--- src/rtl/johnson_monitor_if.sv ---
// Bus between the Johnson counter side and johnson_monitor.
//   count_in   Johnson counter parallel output (asynchronous to the monitor clock)
//   clear_err  synchronous pulse that clears the sticky step error
//   index      decoded step index 0..2*WIDTH-1
//   legal      last sampled code was a valid Johnson code
//   change     one-cycle pulse per evaluated change
//   step_err   sticky error flag
//   rev_count  completed revolutions, wraps
//   hex_out    active-low 7-segment pattern {g,f,e,d,c,b,a} of index
// master drives count_in/clear_err; slave is the monitor.
interface johnson_monitor_if #(
  parameter int unsigned WIDTH = 4,
  parameter int unsigned REV_W = 8
);
  localparam int unsigned IW = $clog2(2 * WIDTH);

  logic [WIDTH-1:0] count_in;
  logic             clear_err;
  logic [IW-1:0]    index;
  logic             legal;
  logic             change;
  logic             step_err;
  logic [REV_W-1:0] rev_count;
  logic [6:0]       hex_out;

  modport master (
    output count_in,
    output clear_err,
    input  index,
    input  legal,
    input  change,
    input  step_err,
    input  rev_count,
    input  hex_out
  );

  modport slave (
    input  count_in,
    input  clear_err,
    output index,
    output legal,
    output change,
    output step_err,
    output rev_count,
    output hex_out
  );
endinterface

--- src/rtl/johnson_monitor.sv ---
// Johnson counter monitor. Synchronises the Johnson count into the clk domain, decodes it to a
// step index, checks each change for a legal code and a legal successor (sticky step_err),
// counts completed revolutions and drives an active-low 7-segment pattern of the index.
// Ports:
//   clk    system clock (CLOCK_50)
//   reset  asynchronous active-high reset, clears all state
//   bus    johnson_monitor_if slave: count_in, clear_err in; index, legal, change, step_err,
//          rev_count, hex_out out
// Latency from a count_in edge to the registered outputs is 3 clk.
module johnson_monitor #(
  parameter int unsigned WIDTH = 4,
  parameter int unsigned REV_W = 8
) (
  input logic              clk,
  input logic              reset,
  johnson_monitor_if.slave bus
);
  localparam int unsigned IW        = $clog2(2 * WIDTH);
  localparam int unsigned NumStates = 2 * WIDTH;
  localparam logic [IW-1:0]    LastIdx = IW'(NumStates - 1);
  localparam logic [WIDTH-1:0] OneW    = WIDTH'(1);

  // s1/s2 form the synchroniser; s3 holds the previously evaluated value.
  logic [WIDTH-1:0] s1_q, s2_q, s3_q;

  logic [IW-1:0]    index_q, index_d;
  logic             legal_q, legal_d;
  logic             change_q, change_d;
  logic             err_q, err_d;
  logic [REV_W-1:0] rev_q, rev_d;
  logic             primed_q, primed_d;

  logic [WIDTH-1:0] inv_code;
  logic             lo_block, hi_block, code_legal;
  int unsigned      pop;
  logic [IW-1:0]    code_idx, succ_idx;
  logic             err_set;
  logic [3:0]       hex_sel;
  logic [6:0]       hex_pat;

  always_ff @(posedge clk or posedge reset) begin
    if (reset) begin
      s1_q     <= '0;
      s2_q     <= '0;
      s3_q     <= '0;
      index_q  <= '0;
      legal_q  <= 1'b0;
      change_q <= 1'b0;
      err_q    <= 1'b0;
      rev_q    <= '0;
      primed_q <= 1'b0;
    end else begin
      s1_q     <= bus.count_in;
      s2_q     <= s1_q;
      s3_q     <= s2_q;
      index_q  <= index_d;
      legal_q  <= legal_d;
      change_q <= change_d;
      err_q    <= err_d;
      rev_q    <= rev_d;
      primed_q <= primed_d;
    end
  end

  // Decode: a legal code is a single run of ones anchored at bit 0 (x & (x+1) == 0) or at the
  // MSB (same test on the inverted code). All-zero and all-one satisfy both.
  always_comb begin
    inv_code   = ~s2_q;
    lo_block   = ((s2_q & (s2_q + OneW)) == '0);
    hi_block   = ((inv_code & (inv_code + OneW)) == '0);
    code_legal = lo_block | hi_block;

    pop = 0;
    for (int i = 0; i < int'(WIDTH); i++) begin
      if (s2_q[i]) pop = pop + 1;
    end
    code_idx = s2_q[WIDTH-1] ? IW'(NumStates - pop) : IW'(pop);
    succ_idx = (index_q == LastIdx) ? '0 : index_q + IW'(1);
  end

  always_comb begin
    index_d  = index_q;
    legal_d  = legal_q;
    change_d = 1'b0;
    rev_d    = rev_q;
    primed_d = primed_q;
    err_set  = 1'b0;

    if (s2_q != s3_q) begin
      change_d = 1'b1;
      if (code_legal) begin
        index_d  = code_idx;
        legal_d  = 1'b1;
        primed_d = 1'b1;
        // An unprimed evaluation only establishes the reference point.
        if (primed_q) begin
          if (code_idx == succ_idx) begin
            if (index_q == LastIdx) rev_d = rev_q + REV_W'(1);
          end else begin
            err_set = 1'b1;
          end
        end
      end else begin
        // Index holds the last legal value; the next legal code re-primes.
        legal_d  = 1'b0;
        primed_d = 1'b0;
        err_set  = 1'b1;
      end
    end

    // A new error wins over a coincident clear.
    if (err_set) begin
      err_d = 1'b1;
    end else if (bus.clear_err) begin
      err_d = 1'b0;
    end else begin
      err_d = err_q;
    end
  end

  // Active-low segments {g,f,e,d,c,b,a}.
  always_comb begin
    hex_sel = 4'(index_q);
    hex_pat = 7'b1000000;
    case (hex_sel)
      4'h0: hex_pat = 7'b1000000;
      4'h1: hex_pat = 7'b1111001;
      4'h2: hex_pat = 7'b0100100;
      4'h3: hex_pat = 7'b0110000;
      4'h4: hex_pat = 7'b0011001;
      4'h5: hex_pat = 7'b0010010;
      4'h6: hex_pat = 7'b0000010;
      4'h7: hex_pat = 7'b1111000;
      4'h8: hex_pat = 7'b0000000;
      4'h9: hex_pat = 7'b0010000;
      4'hA: hex_pat = 7'b0001000;
      4'hB: hex_pat = 7'b0000011;
      4'hC: hex_pat = 7'b1000110;
      4'hD: hex_pat = 7'b0100001;
      4'hE: hex_pat = 7'b0000110;
      4'hF: hex_pat = 7'b0001110;
      default: hex_pat = 7'b1000000;
    endcase
  end

  assign bus.index     = index_q;
  assign bus.legal     = legal_q;
  assign bus.change    = change_q;
  assign bus.step_err  = err_q;
  assign bus.rev_count = rev_q;
  assign bus.hex_out   = hex_pat;
endmodule

--- src/flat_wrapper.sv ---
// flat-port wrapper written by rule: the top's interface ports become plain ports
module johnson_monitor_flat 
#(
  parameter int unsigned WIDTH = 4,
  parameter int unsigned REV_W = 8
)
  (clk, reset, bus_count_in, bus_clear_err, bus_index, bus_legal, bus_change, bus_step_err, bus_rev_count, bus_hex_out);
  johnson_monitor_if #(.WIDTH(WIDTH), .REV_W(REV_W)) bus_i ();
  input logic clk;
  input logic reset;
  input wire logic [$bits(bus_i.count_in)-1:0] bus_count_in;
  input wire logic [$bits(bus_i.clear_err)-1:0] bus_clear_err;
  output wire logic [$bits(bus_i.index)-1:0] bus_index;
  output wire logic [$bits(bus_i.legal)-1:0] bus_legal;
  output wire logic [$bits(bus_i.change)-1:0] bus_change;
  output wire logic [$bits(bus_i.step_err)-1:0] bus_step_err;
  output wire logic [$bits(bus_i.rev_count)-1:0] bus_rev_count;
  output wire logic [$bits(bus_i.hex_out)-1:0] bus_hex_out;
  assign bus_i.count_in = bus_count_in;
  assign bus_i.clear_err = bus_clear_err;
  assign bus_index = bus_i.index;
  assign bus_legal = bus_i.legal;
  assign bus_change = bus_i.change;
  assign bus_step_err = bus_i.step_err;
  assign bus_rev_count = bus_i.rev_count;
  assign bus_hex_out = bus_i.hex_out;
  johnson_monitor #(.WIDTH(WIDTH), .REV_W(REV_W)) u_core (.clk(clk), .reset(reset), .bus(bus_i));
endmodule
--- config.mk ---
export PLATFORM = sky130hd
export DESIGN_NAME = johnson_monitor_flat
export DESIGN_NICKNAME = d
export VERILOG_FILES = /design/src/rtl/johnson_monitor_if.sv /design/src/rtl/johnson_monitor.sv /design/src/flat_wrapper.sv
export SDC_FILE = /design/constraint.sdc
export NUM_CORES = 1
export LEC_CHECK = 0
export ABC_AREA = 1
export CORE_ASPECT_RATIO = 0.6
export CORE_UTILIZATION = 56
export DETAILED_ROUTE_END_ITERATION = 12
export GPL_ROUTABILITY_DRIVEN = 0
export PLACE_DENSITY_LB_ADDON = 0.15
export SLEW_MARGIN = 20
export SYNTH_ARGS = -nofsm -noshare
export SYNTH_HDL_FRONTEND = slang
export SYNTH_SLANG_ARGS = --single-unit
export TNS_END_PERCENT = 20
--- constraint.sdc ---
create_clock -name clk -period 4.1 [get_ports clk]
set_input_delay 0.82 -clock clk [delete_from_list [all_inputs] [get_ports clk]]
set_output_delay 0.82 -clock clk [all_outputs]
set_load 0.005 [all_outputs]
Word-level counts from Yosys, hierarchy flattened:

Memory sizes are Yosys's and may differ from the RTL's.
Cells that the tools add are included.

* equality and inequality tests: 3
* reductions and logical operators: 5
* bitwise gates (word level): 4
* add/subtract/negate cells: 8
* mux-type cells: 14

Operators by type and width (number)
* $mux W3: 4
* $mux W1: 9
* $add A4 B1 Y4 const B: 2
* $add A8 B1 Y8 const B: 1
* $and A4 B4 Y4: 2
* $logic_not A4 Y1: 2
* $add A3 B1 Y3 const B: 2
* $reduce_and A5 Y1: 1
* $ne A4 B4 Y1: 1
* $not A4 Y4: 1
* $add A2 B1 Y3 const B: 1
* $eq A3 B3 Y1: 1
* $eq A3 B3 Y1 const B: 1
* $sub A1 B3 Y3 const A: 1
* $add A1 B1 Y2 const B: 1
* $mux W2: 1
* $reduce_and A2 Y1: 1
* $reduce_bool A2 Y1: 1
* $or A1 B1 Y1: 1

* word-level logic and storage cells: 43
* memories: 1
* register bits: 26
* output and inout port bits: 21
* memory bits (read-only): 56

Memory list
* (name not given): words 8, bits a word 7, read ports 1, clocked after Yosys merged registers in 0, write ports 0, line johnson_monitor.sv:125 `case (hex_sel)`

Logic depth before layout (Yosys ltp):

Gate-level depths: netlist (run 1).

* depth in word-level cells: 15
* depth in mapped cells: 18
* gate-level depth less buffers: 18

Worst setup path after synthesis (run 1):

OpenSTA, ideal clock, no wires.

* kind: flip-flop to flip-flop
* start point: register u_core.s2_q[0]
* end point: register u_core.rev_q[2] (netlist: u_core.bus.rev_count[2])
* path buffers: 1
* path slack: 1.669 ns
* data required time: 3.978 ns
* arrival time: 2.309 ns
* stages on the path, launching flop included: 17
* cell sequence: dfrtp_1 -> inv_1 -> ha_1 -> nor2_2 -> nor2_4 -> ha_1 -> inv_1 -> nand3_2 -> nand2_2 -> nand3_1 -> nand2_1 -> nand2_1 -> nand2_1 -> nand4_4 -> buf_6 -> nand2_2 -> o21ai_2

* word-level cells in the longest chain between the ends: 11
* elaborated cells on any way between the ends: 20

Ends and longest elaborated chain
* from (decl): line johnson_monitor.sv:24 `logic [WIDTH-1:0] s1_q, s2_q, s3_q;`
* from (signal assigned): line johnson_monitor.sv:54 `s2_q <= s1_q;`
* $mux W1: line johnson_monitor.sv:75 `if (s2_q[i]) pop = pop + 1;`
* $add A1 B1 Y2: line johnson_monitor.sv:75
* $mux W2: line johnson_monitor.sv:75
* $add A2 B1 Y3: line johnson_monitor.sv:75
* $mux W3: line johnson_monitor.sv:75
* $add A3 B1 Y3: line johnson_monitor.sv:75
* $mux W3: line johnson_monitor.sv:75
* $sub A1 B3 Y3: line johnson_monitor.sv:77 `code_idx = s2_q[WIDTH-1] ? IW'(NumStates - pop) : IW'(pop);`
* $mux W3: line johnson_monitor.sv:77
* $eq A3 B3 Y1: line johnson_monitor.sv:97 `if (code_idx == succ_idx) begin`
* $reduce_and A5 Y1 (no line) (*)
* to (signal assigned): line johnson_monitor.sv:60 `rev_q <= rev_d;`
* to (decl): line johnson_monitor.sv:30 `logic [REV_W-1:0] rev_q, rev_d;`

Every way passes the cells marked *; elsewhere a longest branch is shown, timed or not.
A chain may end at the register's enable or synchronous reset.

Worst setup path after layout (run 1):

* start point: register u_core.s2_q[1]
* end point: register u_core.rev_q[6] (netlist: u_core.bus.rev_count[6])

* word-level cells in the longest chain between the ends: 9
* elaborated cells on any way between the ends: 18

Ends and longest elaborated chain (line)
* $mux W2: johnson_monitor.sv:75
* $add A2 B1 Y3: johnson_monitor.sv:75
* $mux W3: johnson_monitor.sv:75
* $add A3 B1 Y3: johnson_monitor.sv:75
* $mux W3: johnson_monitor.sv:75
* $sub A1 B3 Y3: johnson_monitor.sv:77
* $mux W3: johnson_monitor.sv:77
* $eq A3 B3 Y1: johnson_monitor.sv:97
* $reduce_and A5 Y1 (no line) (*)

Marks and branches as above.

==> impl_results.md, run 1 <==
* Core ar. at 0.00259 mm²
* Hold crit path type: reg2reg
* Hold_ws at 0.361 ns
* Pre-antenna DRT Iters at 8
* Die area at 0.00306 mm²
* Crit path launch type: flop
* Initial antenna violation count at 0
* DP Wirelength at 2.14 mm
* CTS clk-pin slew, worst paths at 0.09 ns
* RSZ-0062 raised after global routing: false
* Syn Std Cell Area at 0.00159 mm²
* CTS Hold Bufs at 0
* Design Power at 0.742 mW
* Share of layout cells above drive strength 1 at 15.1%
* Asr flop ratio synth at 100%
* Worst Skew at 0.00465 ns
* Clk sinks at 26
* ANT nets after route at 0
* Setup-failing EPs final at 0
* Fin cells at 237
* Crit Path Max Fanout at 15
* Worst VDD drop at 0.245 mV
* Critical Path RT at 4.26 ns
* Via count at 1,179
* DR iter-0 viols at 34
* Via/cell ratio at 4.97
* Die Wd at 70.7 µm
* Initial core utilization at 61.2%
* Post-Synthesis Cells at 177
* Deepest clock path buffer count at 2
* Max_cap viols at 0
* Chip Height at 43.2 µm
* # nets final at 227
* Placed Instances at 233
* First-pass GRT wire length at 5.02 mm
* Clock H-tree levels at 1
* Placement Setup Slack at 1.33 ns
* Post-synth EDFFs at 0
* Pwr/cell area at 383 mW/mm²
* PostCTS Resize Cnt at 0
* # DRC at 4
* Slew headroom at 40.1%
* Max Freq at 360 MHz
* Final core utilization at 74.8%
* Max-slew violation count at 0
* Vias in the first global route at 1,199
* Crit path kind: reg2reg
* Flop2flop setup slack at 1.32 ns
* Setup crit end kind: flop
* Final Routed Wirelength at 2.77 mm
* Tmin final at 2.78 ns
* Synth Flop Type: dfrtp_1
* Seq/Total Area, Yosys at 41.0%
* CTS buffer count at 3
* Clk_lat worst skew at 0.27 ns
* Post-synthesis register bit count at 26
* Port Buffer Count at 27
* Overflow after GRT at 0
* Status: complete, but fails checks
* Post-CTS setup buffers at 0
* Failing checks: DRC
* Final Hold Viols at 0
* Row cnt at 14
* Ant diodes at 0
* Worst Tran Pin Value at 0.892 ns
* Total nets after synthesis at 198
* CTS tree: yes
* Total global-route track usage at 21.6%
* Io pins at 28
* Setup total negative slack at 0 ns
* Synth warnings at 0
* CP arrival at 2.94 ns
* Placed cell area at 0.00187 mm²
* Non-Filler Cell Area, Final at 0.00194 mm²
* Syn Area/Cell at 8.97 µm²
* Distinct cells, synth at 27
* Setup ws final at 1.32 ns
* Routed WL per cell at 11.7 µm
* Pin count of the biggest net entering global routing at 27
* Final Cycle Share at 67.7%
* Layout area overhead at 22.1%
* Root Buffer: clkbuf_8
* Pleak at 0.913 nW
## placed cells by master, fill, tap and decap left out, types with 2 or more instances in the layout
| cell | netlist | final |
|---|---|---|
| xnor2_1 | 8 | 8 |
| nand3_2 | 2 | 2 |
| clkdlybuf4s50_1 | 0 | 27 |
| o21ai_2 | 8 | 8 |
| o21ai_0 | 8 | 8 |
| inv_1 | 26 | 25 |
| nand3_1 | 6 | 6 |
| ha_1 | 14 | 14 |
| nor2_1 | 4 | 4 |
| nor2_4 | 2 | 2 |
| nand2_1 | 39 | 39 |
| clkbuf_8 | 0 | 3 |
| inv_2 | 3 | 3 |
| nand2_4 | 2 | 2 |
| o21ai_1 | 2 | 2 |
| xor2_1 | 2 | 2 |
| dfrtp_1 | 26 | 26 |
| nand3b_1 | 3 | 3 |
| nand2_2 | 7 | 7 |
| a21oi_1 | 2 | 2 |
| nand4_1 | 3 | 3 |
| nor3_1 | 2 | 2 |
## synth_stat cells, types with 2 or more instances
| cell | n | area (µm²) |
|---|---|---|
| a21oi_1 | 2 | 10.0 |
| buf_6 | 2 | 22.5 |
| dfrtp_1 | 26 | 651 |
| ha_1 | 14 | 175 |
| inv_1 | 26 | 97.6 |
| inv_2 | 3 | 11.3 |
| nand2_1 | 39 | 146 |
| nand2_2 | 7 | 43.8 |
| nand2_4 | 2 | 22.5 |
| nand3_1 | 6 | 30.0 |
| nand3_2 | 2 | 20.0 |
| nand3b_1 | 3 | 22.5 |
| nand4_1 | 3 | 18.8 |
| nor2_1 | 4 | 15.0 |
| nor2_4 | 2 | 22.5 |
| nor3_1 | 2 | 10.0 |
| o21ai_0 | 8 | 40.0 |
| o21ai_1 | 2 | 10.0 |
| o21ai_2 | 8 | 70.1 |
| xnor2_1 | 8 | 70.1 |
| xor2_1 | 2 | 17.5 |
## power by group
group          leakage (nW)  internal (mW)  total, mW  switching, mW
combinational         0.559          0.119      0.230          0.111
clock                0.0357          0.131      0.208         0.0775
sequential            0.318          0.276      0.304         0.0287
## worst paths after layout
check,start,depth (start not counted),to
setup reg to reg,u_core.s2_q[1],15,u_core.bus.rev_count[6]
min in group asynchronous,reset,2,u_core.s1_q[1]
max in group asynchronous,reset,2,u_core.bus.change
hold / removal,u_core.s1_q[2],0,u_core.s2_q[2]
hold reg to reg,u_core.s1_q[2],0,u_core.s2_q[2]
setup / recovery,u_core.s2_q[1],15,u_core.bus.rev_count[6]
## logic make-up after synthesis
kind of cell | Yosys count | share of synthesized area (%)
AO/OA/AOI/OAI | 22 | 9.06
buffers and inverters | 32 | 8.75
flip-flops | 26 | 41.0
adder cells (fa/ha/maj) | 14 | 11.0
XOR/XNOR | 10 | 5.52
AND/OR/NAND/NOR | 73 | 24.7
## critical path: stages, from the launching register on
cell	delay, ns
dfrtp_1	0.50
inv_1	0.15
ha_1	0.37
nor2_2	0.20
nor2_4	0.06
ha_1	0.28
inv_1	0.09
nand3_2	0.08
nand2_2	0.06
nand3_1	0.06
nand2_1	0.08
nand2_1	0.07
nand2_1	0.12
nand4_4	0.28
nand2_1	0.20
o21ai_2	0.07
## cell type report
type / count / area, µm²
Multi-Input combinational cell: 119 / 798
Timing Repair Buffer: 27 / 270
Tap cell: 32 / 40.0
Fill cell: 181 / 653
Clock inverter: 1 / 30.0
Inverter: 29 / 109
Sequential cell: 26 / 651
Clock buffer: 3 / 41.3
## routing by layer
layer / GRT usage [%] / vias up / wire (µm)
li1: - / 609 / -
met1: 25.6 / 527 / 1320
met2: 37.3 / 31 / 1230
met3: 5.70 / 12 / 119
met4: 9.60 / 0 / 97
met5: 0 / - / 0
## flip-flops by register name, indices dropped and copies added, names as in the netlist
name	cells
u_core.bus.step_err	1
u_core.bus.rev_count	8
u_core.bus.index	3
u_core.s3_q	4
u_core.s2_q	4
u_core.s1_q	4
u_core.bus.change	1
u_core.bus.legal	1
Note: power is estimated with default switching activity, not from simulation.
==> inputs of run 2 (changes only) <==
Settings changed: CORE_UTILIZATION 56 to 47.
Clock period 4.1 ns to 2.5 ns, I/O delays scaled along.
==> impl_results.md, run 2 (synthesis gave the netlist of run 1 again) <==
* Worst Tran Pin Value at 0.317 ns (-0.575 ns)
* Tmin final at 2.36 ns (-0.418 ns)
* Placed cell area at 0.00193 mm² (+3.1%)
* Total global-route track usage at 17.0% (-4.6 points)
* Overflow after GRT at 0 (unchanged)
* Via count at 1,193 (+1.2%)
* Setup-failing EPs final at 0 (unchanged)
* CTS buffer count at 3 (unchanged)
* First-pass GRT wire length at 4.70 mm (-6.3%)
* Initial core utilization at 52.2% (-9.0 points)
* Setup crit end kind: flop
* Share of layout cells above drive strength 1 at 18.5% (+3.4 points)
* Vias in the first global route at 1,037 (-14%)
* Seq. cell area at 652 µm² (+0.19%)
* Flop2flop setup slack at 0.14 ns (-1.18 ns)
* Crit Path Max Fanout at 15 (unchanged)
* Clock H-tree levels at 1 (unchanged)
* CP arrival at 2.52 ns (-0.42 ns)
* Chip Height at 47.0 µm (+8.7%)
* Port Buffer Count at 27 (unchanged)
* # nets final at 234 (+3.1%)
* Row cnt at 15 (+1)
* Hold Path Sink: u_core.s2_q[3]
* Pleak at 0.941 nW (+3.0%)
* Setup ws final at 0.142 ns (-1.18 ns)
* Max FFs per register at 8 (unchanged)
* CTS tree: yes
* Max-slew violation count at 0 (unchanged)
* # DRC at 0 (-4)
* Fin cells at 253 (+6.8%)
* Slew headroom at 78.8% (+39 points)
* Die Wd at 77.0 µm (+8.9%)
* Layout area overhead at 25.7%
* Most frequent cells in the layout: nand2_1 (39), clkdlybuf4s50_1 (27), inv_1 (26)
* Pwr/cell area at 559 mW/mm² (+46%)
* Non-Filler Cell Area, Final at 0.00200 mm² (+2.9%)
* Critical R2R Launch: u_core.s2_q[1]
* Ant diodes at 0 (unchanged)
* Die area at 0.00362 mm² (+18%)
* Status: finished, final reports clean
* Pin count of the biggest net entering global routing at 27 (unchanged)
* Setup total negative slack at 0 ns (unchanged)
* Final core utilization at 65.6% (-9.2 points)
* DR iter-0 viols at 39 (+15%)
* Pre-antenna DRT Iters at 4 (-4)
* Placed Instances at 249 (+6.9%)
* Clk sinks at 26 (unchanged)
* Reg-to-reg critical path endpoint: u_core.bus.rev_count[6]
* Hold path cells at 0 (unchanged)
* Worst Skew at 0.00219 ns (-0.00246 ns)
* Final Cycle Share at 94.3% (+27 points)
* Commonest non-fill, non-tap cell in the layout: nand2_1
* Crit path launch type: flop
* Root Buffer: clkbuf_8
* Core ar. at 0.00304 mm² (+17%)
* Io pins at 28 (unchanged)
* Final Routed Wirelength at 2.76 mm (-0.43%)
* Max_cap viols at 0 (unchanged)
* Design Power at 1.12 mW (+50%)
* Critical Path RT at 2.66 ns (-1.60 ns)
* Hold_ws at 0.353 ns (-0.00804 ns)
* Crit path kind: reg2reg
* Hold_sp: u_core.s1_q[3]
* Hold crit path type: reg2reg
* Clk_lat worst skew at 0.27 ns (about the same)
* Initial antenna violation count at 0 (unchanged)
* Via/cell ratio at 4.72 (-5.2%)
* Final Hold Viols at 0 (unchanged)
* CTS clk-pin slew, worst paths at 0.08 ns (about the same)
* Fill count at 257 (+42%)
* ANT nets after route at 0 (unchanged)
* DP Wirelength at 2.19 mm (+2.4%)
* Reg2reg path depth at 17 (+2)
* Placement Setup Slack at 0.0362 ns (-1.29 ns)
* Max Freq at 424 MHz (+18%)
* Worst VDD drop at 0.390 mV (+59%)
* Multi-input logic area at 806 µm² (+0.94%)
* Deepest clock path buffer count at 2 (unchanged)
* Routed WL per cell at 10.9 µm (-6.7%)
run 2: changes by cell type in the layout (fill, tap and decap cells not counted), sizes merged:
| cell | before | now |
|---|---|---|
| buf | 0 | 7 |
| bufinv | 1 | 0 |
| inv | 28 | 29 |
| clkinv | 1 | 0 |
run 2: worst max-delay path by stage:
stage,startpoint,to,cells past startpoint
global route,u_core.s2_q[0],u_core.bus.rev_count[4],17
finish,u_core.s2_q[1],u_core.bus.rev_count[6],17
detailed placement,u_core.s2_q[0],u_core.bus.rev_count[7],15
floorplan,u_core.s2_q[0],u_core.bus.rev_count[2],16
CTS,u_core.s2_q[0],u_core.bus.rev_count[6],15
global placement,u_core.s2_q[0],u_core.bus.rev_count[7],15
run 2: final cells by class:
type	count	share of cell area, %
Multi-Input combinational cell	119	40.4
Sequential cell	26	32.7
Timing Repair Buffer	34	16.8
Inverter	29	5.45
Tap cell	42	2.63
Clock buffer	3	2.07
run 2: layer usage:
layer  GRT usage [%]  wire, µm  vias to the layer above
met5               0         0                        -
li1                -         -                      619
met4            3.40         0                        0
met1            21.6      1340                      544
met2            30.4      1300                       30
met3            4.66       123                        0
run 2: timing repair:
action | 4_1_cts | 5_1_grt
endpoints found under the setup margin | 0 | 10
hold buffers | 0 | 0
gates resized for setup | 0 | 3
setup buffers | 0 | 1
run 2: where the power goes:
group          internal (mW)  total [mW]  switching [mW]
logic                  0.203       0.392           0.189
clock network          0.108       0.228           0.120
registers              0.453       0.495          0.0421
total                  0.764        1.12           0.352
run 2: critical path: stages, from the launching register on:
cell and delay (ns):
dfrtp_1 0.35, inv_1 0.06, ha_2 0.38, nand2_4 0.08, inv_2 0.08, nor2_4 0.04, ha_1 0.28, inv_1 0.09
nand3_2 0.08, nand2_2 0.07, nand3_1 0.07, nand2_1 0.09, nand2_1 0.07, nand2_1 0.12, nand4_4 0.10, buf_12 0.17
nand2_1 0.07, o21ai_2 0.05
